<file path="src/rtl/uart_gen_pkg.sv">
// -----------------------------------------------------------------------------
// uart_gen_pkg
// Shared definitions for the UART frame generator: the frame FSM state
// encoding and the parity-type constants used to interpret cfg_par_typ.
// -----------------------------------------------------------------------------
package uart_gen_pkg;

    typedef enum logic [2:0] {
        IDLE,
        START,
        DATA,
        PARITY,
        STOP,
        GAP
    } state_e;

    localparam logic EVEN = 1'b0;
    localparam logic ODD  = 1'b1;

endpackage

</file>
<file path="src/rtl/uart_frame_fifo.sv">
// -----------------------------------------------------------------------------
// uart_frame_fifo
// Small synchronous FIFO holding pending frames ({inj_par, inj_stop, data}).
// Read data is presented combinationally from the head entry so the frame
// generator can latch it on the same edge that pops it.
//
// Ports:
//   clk    in   rising-edge clock
//   rst    in   asynchronous active-low reset (empties the FIFO)
//   push   in   write request (ignored when full)
//   pop    in   read request (ignored when empty)
//   wdata  in   WIDTH  entry to write
//   rdata  out  WIDTH  head entry
//   full   out  occupancy == DEPTH
//   empty  out  occupancy == 0
//   count  out  occupancy
// -----------------------------------------------------------------------------
module uart_frame_fifo #(
    parameter int WIDTH = 10,
    parameter int DEPTH = 4
) (
    input  logic                           clk,
    input  logic                           rst,
    input  logic                           push,
    input  logic                           pop,
    input  logic [WIDTH-1:0]               wdata,
    output logic [WIDTH-1:0]               rdata,
    output logic                           full,
    output logic                           empty,
    output logic [$clog2(DEPTH+1)-1:0]     count
);

    localparam int PTR_W = $clog2(DEPTH);
    localparam int CNT_W = $clog2(DEPTH + 1);

    logic [WIDTH-1:0] mem_q [DEPTH];
    logic [PTR_W-1:0] wr_ptr_q, wr_ptr_d;
    logic [PTR_W-1:0] rd_ptr_q, rd_ptr_d;
    logic [CNT_W-1:0] cnt_q, cnt_d;
    logic             push_ok;
    logic             pop_ok;

    assign full    = (cnt_q == CNT_W'(DEPTH));
    assign empty   = (cnt_q == '0);
    assign count   = cnt_q;
    assign rdata   = mem_q[rd_ptr_q];
    // Fullness is judged on the registered count, so a write while full is
    // refused even when a pop frees a slot on the same edge.
    assign push_ok = push & ~full;
    assign pop_ok  = pop & ~empty;

    always_comb begin
        wr_ptr_d = wr_ptr_q;
        rd_ptr_d = rd_ptr_q;
        cnt_d    = cnt_q;
        // Pointers wrap naturally since DEPTH is a power of two.
        if (push_ok) wr_ptr_d = wr_ptr_q + PTR_W'(1);
        if (pop_ok)  rd_ptr_d = rd_ptr_q + PTR_W'(1);
        case ({push_ok, pop_ok})
            2'b10:   cnt_d = cnt_q + CNT_W'(1);
            2'b01:   cnt_d = cnt_q - CNT_W'(1);
            default: cnt_d = cnt_q;
        endcase
    end

    always_ff @(posedge clk or negedge rst) begin
        if (!rst) begin
            wr_ptr_q <= '0;
            rd_ptr_q <= '0;
            cnt_q    <= '0;
        end else begin
            wr_ptr_q <= wr_ptr_d;
            rd_ptr_q <= rd_ptr_d;
            cnt_q    <= cnt_d;
        end
    end

    // Storage carries no reset; validity is tracked by the pointers.
    always_ff @(posedge clk) begin
        if (push_ok) mem_q[wr_ptr_q] <= wdata;
    end

endmodule

</file>
<file path="src/rtl/uart_frame_gen.sv">
// -----------------------------------------------------------------------------
// uart_frame_gen
// Buffers words in a small FIFO and serialises each into a UART frame
// (start, DATA_WIDTH data bits LSB first, optional parity, 1 or 2 stop bits,
// optional idle gap). Individual frames can carry a forced-low stop or an
// inverted parity bit to exercise receiver error paths.
//
// Ports:
//   uart_clk      in   sole clock, rising edge
//   rst           in   asynchronous active-low reset
//   in_data       in   DATA_WIDTH word to send
//   in_inj_stop   in   per-frame: drive every stop bit low
//   in_inj_par    in   per-frame: invert the parity bit
//   in_valid      in   write request
//   in_ready      out  FIFO not full
//   cfg_prescale  in   PRESCALE_W uart_clk cycles per bit (0 acts as 1)
//   cfg_par_en    in   parity bit present
//   cfg_par_typ   in   0 = even, 1 = odd
//   cfg_stop2     in   two stop bits when set
//   cfg_gap       in   4  idle bit periods after the stop bits
//   tx_out        out  registered serial line, idle high
//   busy          out  FSM not idle
//   frame_done    out  pulse in the final cycle of each frame
//   fifo_cnt      out  FIFO occupancy
// -----------------------------------------------------------------------------
module uart_frame_gen
    import uart_gen_pkg::*;
#(
    parameter int DATA_WIDTH = 8,
    parameter int FIFO_DEPTH = 4,
    parameter int PRESCALE_W = 6
) (
    input  logic                              uart_clk,
    input  logic                              rst,
    input  logic [DATA_WIDTH-1:0]             in_data,
    input  logic                              in_inj_stop,
    input  logic                              in_inj_par,
    input  logic                              in_valid,
    output logic                              in_ready,
    input  logic [PRESCALE_W-1:0]             cfg_prescale,
    input  logic                              cfg_par_en,
    input  logic                              cfg_par_typ,
    input  logic                              cfg_stop2,
    input  logic [3:0]                        cfg_gap,
    output logic                              tx_out,
    output logic                              busy,
    output logic                              frame_done,
    output logic [$clog2(FIFO_DEPTH+1)-1:0]   fifo_cnt
);

    localparam int ENT_W = DATA_WIDTH + 2;
    localparam int BIT_W = (DATA_WIDTH > 1) ? $clog2(DATA_WIDTH) : 1;

    state_e                  state_q, state_d;
    logic [PRESCALE_W-1:0]   timer_q, timer_d;
    logic [BIT_W-1:0]        bit_q, bit_d;
    logic                    stop_cnt_q, stop_cnt_d;
    logic [3:0]              gap_cnt_q, gap_cnt_d;
    logic                    tx_q, tx_d;

    // Per-frame copies of the FIFO entry and configuration.
    logic [PRESCALE_W-1:0]   presc_q, presc_d;      // bit period minus one
    logic [DATA_WIDTH-1:0]   data_q, data_d;
    logic                    inj_stop_q, inj_stop_d;
    logic                    inj_par_q, inj_par_d;
    logic                    par_en_q, par_en_d;
    logic                    par_typ_q, par_typ_d;
    logic                    stop2_q, stop2_d;
    logic [3:0]              gap_q, gap_d;

    logic                    pop;
    logic                    launch;
    logic                    frame_end;
    logic                    fifo_full;
    logic                    fifo_empty;
    logic [ENT_W-1:0]        fifo_rdata;
    logic [PRESCALE_W-1:0]   cfg_p_m1;
    logic                    parity;

    uart_frame_fifo #(
        .WIDTH (ENT_W),
        .DEPTH (FIFO_DEPTH)
    ) u_fifo (
        .clk   (uart_clk),
        .rst   (rst),
        .push  (in_valid & in_ready),
        .pop   (pop),
        .wdata ({in_inj_par, in_inj_stop, in_data}),
        .rdata (fifo_rdata),
        .full  (fifo_full),
        .empty (fifo_empty),
        .count (fifo_cnt)
    );

    assign in_ready   = ~fifo_full;
    assign busy       = (state_q != IDLE);
    assign frame_done = frame_end;
    assign tx_out     = tx_q;
    assign cfg_p_m1   = (cfg_prescale == '0) ? '0 : cfg_prescale - PRESCALE_W'(1);

    always_comb begin
        state_d    = state_q;
        timer_d    = timer_q;
        bit_d      = bit_q;
        stop_cnt_d = stop_cnt_q;
        gap_cnt_d  = gap_cnt_q;
        presc_d    = presc_q;
        data_d     = data_q;
        inj_stop_d = inj_stop_q;
        inj_par_d  = inj_par_q;
        par_en_d   = par_en_q;
        par_typ_d  = par_typ_q;
        stop2_d    = stop2_q;
        gap_d      = gap_q;
        pop        = 1'b0;
        launch     = 1'b0;
        frame_end  = 1'b0;
        tx_d       = 1'b1;
        parity     = 1'b0;

        if ((state_q != IDLE) && (timer_q != '0)) begin
            timer_d = timer_q - PRESCALE_W'(1);
        end else begin
            // Bit period boundary (or idle poll).
            case (state_q)
                IDLE: launch = ~fifo_empty;
                START: begin
                    state_d = DATA;
                    bit_d   = '0;
                    timer_d = presc_q;
                end
                DATA: begin
                    timer_d = presc_q;
                    if (bit_q == BIT_W'(DATA_WIDTH - 1)) begin
                        state_d    = par_en_q ? PARITY : STOP;
                        stop_cnt_d = 1'b0;
                    end else begin
                        bit_d = bit_q + BIT_W'(1);
                    end
                end
                PARITY: begin
                    state_d    = STOP;
                    stop_cnt_d = 1'b0;
                    timer_d    = presc_q;
                end
                STOP: begin
                    if (stop_cnt_q == stop2_q) begin
                        if (gap_q != 4'd0) begin
                            state_d   = GAP;
                            gap_cnt_d = 4'd0;
                            timer_d   = presc_q;
                        end else begin
                            frame_end = 1'b1;
                        end
                    end else begin
                        stop_cnt_d = 1'b1;
                        timer_d    = presc_q;
                    end
                end
                GAP: begin
                    if (gap_cnt_q == gap_q - 4'd1) begin
                        frame_end = 1'b1;
                    end else begin
                        gap_cnt_d = gap_cnt_q + 4'd1;
                        timer_d   = presc_q;
                    end
                end
                default: state_d = IDLE;
            endcase

            // Chain straight into the next frame when work is queued.
            if (frame_end) begin
                if (!fifo_empty) launch = 1'b1;
                else             state_d = IDLE;
            end
        end

        // Entering START: pop and freeze entry plus configuration.
        if (launch) begin
            pop        = 1'b1;
            state_d    = START;
            timer_d    = cfg_p_m1;
            presc_d    = cfg_p_m1;
            data_d     = fifo_rdata[DATA_WIDTH-1:0];
            inj_stop_d = fifo_rdata[DATA_WIDTH];
            inj_par_d  = fifo_rdata[DATA_WIDTH+1];
            par_en_d   = cfg_par_en;
            par_typ_d  = cfg_par_typ;
            stop2_d    = cfg_stop2;
            gap_d      = cfg_gap;
        end

        // Line level is registered, so it is derived from the next state.
        parity = (^data_d) ^ (par_typ_d == ODD) ^ inj_par_d;
        case (state_d)
            START:   tx_d = 1'b0;
            DATA:    tx_d = data_d[bit_d];
            PARITY:  tx_d = parity;
            STOP:    tx_d = ~inj_stop_d;
            default: tx_d = 1'b1;
        endcase
    end

    always_ff @(posedge uart_clk or negedge rst) begin
        if (!rst) begin
            state_q    <= IDLE;
            timer_q    <= '0;
            bit_q      <= '0;
            stop_cnt_q <= 1'b0;
            gap_cnt_q  <= 4'd0;
            tx_q       <= 1'b1;
        end else begin
            state_q    <= state_d;
            timer_q    <= timer_d;
            bit_q      <= bit_d;
            stop_cnt_q <= stop_cnt_d;
            gap_cnt_q  <= gap_cnt_d;
            tx_q       <= tx_d;
        end
    end

    // Frame payload/config copies are only consumed after a launch loads them.
    always_ff @(posedge uart_clk) begin
        presc_q    <= presc_d;
        data_q     <= data_d;
        inj_stop_q <= inj_stop_d;
        inj_par_q  <= inj_par_d;
        par_en_q   <= par_en_d;
        par_typ_q  <= par_typ_d;
        stop2_q    <= stop2_d;
        gap_q      <= gap_d;
    end

endmodule
</file>
<file path="config.mk">
export PLATFORM = sky130hd
export DESIGN_NAME = uart_frame_gen
export DESIGN_NICKNAME = d
export VERILOG_FILES = /design/src/rtl/uart_gen_pkg.sv /design/src/rtl/uart_frame_fifo.sv /design/src/rtl/uart_frame_gen.sv
export SDC_FILE = /design/constraint.sdc
export NUM_CORES = 1
export LEC_CHECK = 0
export ABC_CLOCK_PERIOD_IN_PS = 3100
export BUFFER_PORTS_ARGS = -buffer_cell sky130_fd_sc_hd__buf_2
export CORE_MARGIN = 3
export CORE_UTILIZATION = 40
export CTS_CLUSTER_DIAMETER = 40
export DETAILED_ROUTE_END_ITERATION = 6
export GPL_ROUTABILITY_DRIVEN = 1
export PLACE_DENSITY = 0.67
export SYNTH_ARGS = -nofsm -noshare
export SYNTH_HDL_FRONTEND = slang
export SYNTH_SLANG_ARGS = --single-unit
</file>
<file path="constraint.sdc">
create_clock -name uart_clk -period 3.1 [get_ports uart_clk]
set_clock_uncertainty 0.15 [all_clocks]
set_input_delay 0.31 -clock uart_clk [delete_from_list [all_inputs] [get_ports uart_clk]]
set_output_delay 0.31 -clock uart_clk [all_outputs]
set_load 0.005 [all_outputs]
</file>
# After elaboration in Yosys (flattened, before gate mapping)

Memory sizes are Yosys's and may differ from the RTL's.
Cells that the tools add are included.

Reductions and logical operators: 17
$lt $le $gt $ge: 1
Mux-type cells: 47
$add $sub $neg: 9
Equal/unequal tests: 22
Bitwise operators: 9

Operators with widths:

| kind                                                | count |
|---|---|
| 2-to-1 mux 6 bit                                    | 6 |
| 2-to-1 mux 3 bit                                    | 10 |
| 2-to-1 mux 1 bit                                    | 18 |
| case mux 6 bit (3 select lines)                     | 1 |
| equality test 3 bit, second input constant          | 5 |
| case mux 3 bit (5 select lines)                     | 1 |
| equality test 3 x 2 -> 1 bit, second input constant | 4 |
| 2-to-1 mux 4 bit                                    | 3 |
| case mux 3 bit (2 select lines)                     | 2 |
| subtractor 6 x 1 -> 6 bit, second input constant    | 2 |
| != test 2 bit, second input constant                | 5 |
| 2-to-1 mux 8 bit                                    | 1 |
| case mux 4 bit (2 select lines)                     | 1 |
| XOR reduction 8 bit                                 | 1 |
| adder 3 x 1 -> 3 bit, second input constant         | 2 |
| equality test 3 x 1 -> 1 bit, second input constant | 2 |
| zero test 3 bit                                     | 2 |
| zero test 6 bit                                     | 1 |
| nonzero test 3 bit                                  | 2 |
| nonzero test 6 bit                                  | 1 |
| != test 5 bit, second input constant                | 1 |
| AND reduction 5 bit                                 | 1 |
| nonzero test 5 bit                                  | 1 |
| adder 2 x 1 -> 2 bit, second input constant         | 2 |
| other kinds (23)                                    | 30 |

Memories: 1
Flip-flop bits (word level): 48
RAM bits: 40
Word-level logic and storage cells: 123
Input port bits: 26
Output and inout bits: 7

Memories:

| name         | words | width | read ports | clocked after Yosys merged registers in | write ports | RTL line              | source |
|---|---|---|---|---|---|---|---|
| u_fifo.mem_q | 4     | 10    | 1          | 0                                       | 1           | uart_frame_fifo.sv:36 | `logic [WIDTH-1:0] mem_q [DEPTH];` |

# Depth between registers and ports, before layout

Depth in word-level cells: 12
Mapped depth: 15
Depth with buffers taken out: 13

# By module

A second synthesis with hierarchy kept.

Cell total of the unflattened synthesis: 362
Area total of the unflattened synthesis: 4485.6 um2

By module, submodules not included:

| module          | cells an instance | area each (um2) | seq. area each (um2) | times used |
|---|---|---|---|---|
| uart_frame_gen  | 273               | 2600.0          | 1032.2               | 1 |
| uart_frame_fifo | 89                | 1885.6          | 1376.3               | 1 |

# Worst setup path after synthesis

OpenSTA, ideal clock, no wires.

Kind: register to register
Start: register gap_q[0]
End: register u_fifo.cnt_q[2], in the netlist u_fifo.count[2]
Stages on the path, launching flop included: 16
Setup slack: -0.159 ns
Data required time: 2.871 ns
Arrival: 3.030 ns
Period minus slack after synthesis: 3.259 ns
Library setup time: 0.079 ns
Buffers on the path: 2
Cells stage by stage: edfxtp_1 > inv_1 > ha_1 > or3b_2 > nor4b_2 > a31o_2 > nor2_1 > clkinv_2 > buf_2 > buf_2 > ha_1 > inv_1 > fa_1 > xor2_1 > nor2_1 > xor2_1

Longest elaborated chain between the ends: 11
Elaborated cells on any way between the ends: 16
Those cells by class: 1 x add/sub; 3 x eq/ne; 9 x mux; 1 x bitwise; 2 x reduce/logical

Ends and longest elaborated chain:

| item                                                                         | RTL line                                     | source |
|---|---|---|
| start: declaration                                                           | uart_frame_gen.sv:69                         | `logic [3:0] gap_q, gap_d;` |
| start signal: assignment                                                     | uart_frame_gen.sv:231                        | `gap_q <= gap_d;` |
| subtractor 4 x 1 -> 4 bit / nonzero test 4 bit (equally long branches)       | uart_frame_gen.sv:161, uart_frame_gen.sv:148 |  |
| equality test 4 bit / 2-to-1 mux 1 bit (equally long branches)               | uart_frame_gen.sv:161, uart_frame_gen.sv:148 |  |
| 2-to-1 mux 1 bit, on equally long branches                                   | uart_frame_gen.sv:161, uart_frame_gen.sv:147 |  |
| case mux 1 bit (2 select lines) *                                            | uart_frame_gen.sv:125                        | `case (state_q)` |
| 2-to-1 mux 1 bit *                                                           | uart_frame_gen.sv:121                        | `if ((state_q != IDLE) && (timer_q != '0)) begin` |
| 2-to-1 mux 1 bit *                                                           | uart_frame_gen.sv:172                        | `if (frame_end) begin` |
| 2-to-1 mux 1 bit *                                                           | uart_frame_gen.sv:121                        |  |
| 2-to-1 mux 1 bit *                                                           | uart_frame_gen.sv:179                        | `if (launch) begin` |
| AND 1 bit *                                                                  | uart_frame_fifo.sv:50                        | `assign pop_ok = pop & ~empty;` |
| via u_fifo.pop_ok                                                            | uart_frame_fifo.sv:41                        | `logic pop_ok;` |
| equality test 2 x 1 -> 1 bit / equality test 2 bit (equally long branches)   | uart_frame_fifo.sv:59                        | `case ({push_ok, pop_ok})` |
| case mux 3 bit (2 select lines) / nonzero test 2 bit (equally long branches) | -                                            |  |
| end signal: assignment                                                       | uart_frame_fifo.sv:74                        | `cnt_q <= cnt_d;` |
| end: declaration                                                             | uart_frame_fifo.sv:39                        | `logic [CNT_W-1:0] cnt_q, cnt_d;` |

The timed path passes the listed nets; every way through them passes the cells marked *. The select of a mux whose other input is x is not followed.
A chain may end at the register's enable or synchronous reset.

# Worst setup path in the final report

Start: register gap_q[0]
End: register u_fifo.cnt_q[2], in the netlist u_fifo.count[2]

Longest elaborated chain between the ends: 11
Elaborated cells on any way between the ends: 16
Those cells by class: 1 x add/sub; 3 x eq/ne; 9 x mux; 1 x bitwise; 2 x reduce/logical

Ends and longest elaborated chain:

| item                                                                         | RTL line |
|---|---|
| subtractor 4 x 1 -> 4 bit / nonzero test 4 bit (equally long branches)       | uart_frame_gen.sv:161, uart_frame_gen.sv:148 |
| equality test 4 bit / 2-to-1 mux 1 bit (equally long branches)               | uart_frame_gen.sv:161, uart_frame_gen.sv:148 |
| 2-to-1 mux 1 bit, on equally long branches                                   | uart_frame_gen.sv:161, uart_frame_gen.sv:147 |
| case mux 1 bit (2 select lines) *                                            | uart_frame_gen.sv:125 |
| 2-to-1 mux 1 bit *                                                           | uart_frame_gen.sv:121 |
| 2-to-1 mux 1 bit *                                                           | uart_frame_gen.sv:172 |
| 2-to-1 mux 1 bit *                                                           | uart_frame_gen.sv:121 |
| 2-to-1 mux 1 bit *                                                           | uart_frame_gen.sv:179 |
| AND 1 bit *                                                                  | uart_frame_fifo.sv:50 |
| equality test 2 x 1 -> 1 bit / equality test 2 bit (equally long branches)   | uart_frame_fifo.sv:59 |
| case mux 3 bit (2 select lines) / nonzero test 2 bit (equally long branches) | - |

Mark *: on every way between the ends. The rest lies on a longest branch, timed or not. The select of a mux whose other input is x is not followed.

==> impl_metrics.toml <==
[worst_setup_path]
timing.rr.end = "u_fifo.count[2]"
cp-end-kind = "register"
required_ns = 3.24
critPathKind = "reg2reg"
crit_arrival_ns = 3.12
r2r_cells = 13
reg2reg_setup_slack_ns = 0.12
crit_path_max_fanout = 2
rr_startpoint = "gap_q[0]"
worstSetupStartpointType = "register"

[route]
drtIter0Drc = 151
dr.pass1.iters = 4
drtAntennaViolNets = 0
vias = 2785
wirelength_mm = 8.19
route.detailed.drc = 0
wl_per_cell_um = 15.2
viasPerCell = 5.17

[synth]
async_reset_ff_share_pct = 28.4
synth.distinct_cells = 57
ys.warnings.count = 0
netlist_area_um2 = 4210
synthFlopType = "edfxtp_1"
netlist_instances = 342
synth_enable_flop_cells = 52
yosysSeqAreaShare_pct = 57.2
avgSynthCellArea_um2 = 12.3
synth-seq-cells = 88
syn_nets = 381

[sta]
fmax_mhz = 335
hold_violations = 0
min_period_over_period_pct = 96.2
slew_violations = 0
min_period_ns = 2.98
setup_slack_ns = 0.119
holdWs_ns = 0.0161
finalSetupViolCount = 0
worstMarginPinSlew_ns = 0.722
slew-limit-headroom_pct = 51.9

[clock_network]
insertion_delay_ns = 0.37
htreeDepth = 3
cts_sinks = 88
numCtsBuffers = 9
clockBufferDepth = 2
cts_tree = "yes"
cts_root_buf = "clkbuf_8"
path_clk_slew_ns = 0.09

[die]
die_h_um = 109
core_um2 = 10000
initial_utilization_pct = 42.1
dieArea_um2 = 11800
die_w_um = 109
top_level_ports = 33
row_count = 36

[place]
place_ws_ns = 0.00690
dp_cells = 507
dp_hpwl_mm = 5.76
io_buffers = 32
gp_congestion = 0.819

[hold_path]
hold_path_class = "in2reg"
hold_path_end = "u_fifo.mem_q[1][2]"
hp-start = "in_data[2]"
hold_depth = 1

[status]
outcome = "finished, final reports clean"

[finish]
area_delta_synth_final_pct = 17.2
antenna_cells = 0
fin_nets = 440
drive_above_1_share_pct = 22.2
finalNonFillerCells = 539

[flow_run]
max_cap_viol_count = 0

[pwr]
leakage_nw = 2.00
powerDensity_nw_per_um2 = 789
power_mw = 3.89
vdd.ir_drop.worst_mv = 0.489

[grt]
grt_pass1_wl_mm = 13.6
grt_pass1_vias = 2752
grt_use_total_pct = 15.1
antenna_found_initial = 0
grt_max_degree = 26
grt_overflow_total = 0
[cell usage in the layout, fill, tap and decap left out, types with 10 or more instances in the layout]
cell type	Yosys	routed
a21oi_1	11	11
buf_2	3	32
buf_4	0	12
dfrtp_1	24	24
dfxtp_1	11	11
dlygate4sd3_1	0	13
edfxtp_1	52	52
ha_1	12	10
inv_1	20	19
mux4_2	10	10
nand2_1	44	44
nor2_1	22	22
o21ai_0	10	10
xnor2_1	19	19
[worst max-delay path: stages (launching register included)]
cell and delay (ns):
edfxtp_1 0.42, inv_2 0.07, ha_2 0.18, or3b_4 0.39, nor4b_4 0.30, a31o_2 0.19, nor2_1 0.07, clkinv_2 0.08
ha_2 0.18, inv_1 0.05, fa_1 0.38, xor2_1 0.15, nor2_1 0.14, xor2_1 0.16
[flip-flops by register name, summed over array words and instances, names as in the netlist, 3 cells and up]
register      count
u_fifo.mem_q     40
bit_q             3
data_q            8
timer_q           6
gap_q             4
state_q           3
u_fifo.count      3
gap_cnt_q         4
presc_q           6
[cells in the mapped netlist, types with 2 or more instances]
cell type  number  share of area, %
o21ai_1         2              0.24
nor2b_1         3              0.45
a22oi_1         5              0.89
xor2_1          7               1.5
mux2i_1         7               1.7
nor3_1          9               1.1
nand2b_1        2              0.30
o21ai_0        10               1.2
or3_1           3              0.45
inv_1          20               1.8
a31oi_1         7               1.0
xnor2_1        19               4.0
dfxtp_1        11               5.2
mux2_2          7               1.9
clkbuf_1        6              0.54
a21o_1          2              0.36
dfrtp_1        24                14
edfxtp_1       52                37
and2_1          3              0.45
and3_1          5              0.74
nand3_1         5              0.59
nand3b_1        2              0.36
mux4_2         10               5.4
buf_2           3              0.36
nor2_1         22               2.0
ha_1           12               3.6
a21oi_1        11               1.3
nand2_1        44               3.9
[metrics by stage]
step                util, %  TNS (ns)  area (um^2)
floorplan                 -         0         4220
CTS                    48.9         0         4890
detailed placement     45.8         0         4580
finish                 49.3         0         4930
global placement       45.8         0         4580
global route           49.3  -0.00331         4930
[final cells by class]
class,count,area [um^2]
clock buffers,9,124
clock inverters,7,57.6
fillers,897,5070
inverters,21,80.1
multi-input cells,223,1690
flip-flops and latches,88,2410
well taps,133,166
repair buffers,58,400
[metal layers]
layer	wire length, um	GRT usage (%)	vias to the layer above
li1	-	-	1363
met2	3950	23.8	60
met4	135	5.23	0
met3	308	4.42	10
met5	0	0	-
met1	3800	19.8	1352
[worst max path at each step]
stage	slack, ns	cells after the start	end	startpoint
6_report	0.12	13	u_fifo.count[2]	gap_q[0]
5_1_grt	-0.003	13	u_fifo.count[2]	gap_q[0]
4_1_cts	0.0005	13	u_fifo.count[2]	gap_q[0]
3_5_place_dp	0.007	13	u_fifo.count[2]	gap_q[0]
3_3_place_gp	0.18	13	u_fifo.count[2]	gap_q[0]
2_1_floorplan	0.02	15	u_fifo.count[2]	gap_q[0]
[power by group]
| part | switching, mW | internal [mW] | leakage, nW |
|---|---|---|---|
| combinational | 0.630 | 0.692 | 1.04 |
| sequential | 0.274 | 1.56 | 0.866 |
| clock | 0.436 | 0.305 | 0.0954 |
[cells by family (layout without fill, tap and decap cells)]
kind of cell	count (synthesis)	in the layout	share of synthesized area [%]
buffers and inverters	31	95	2.88
adder cells (fa/ha/maj)	13	13	4.04
AO/OA/AOI/OAI	51	51	7.88
AND/OR/NAND/NOR	107	107	12.7
multiplexers	25	25	9.25
flip-flops	88	88	57.2
XOR/XNOR	27	27	5.98
[timing repair]
item,in CTS,in global routing
hold buffers,13,0
buffers inserted,0,3
endpoints found under the hold margin,47,0
resized for setup,0,5
setup endpoints to repair,0,3
Power figures use the tool's default switching activity.
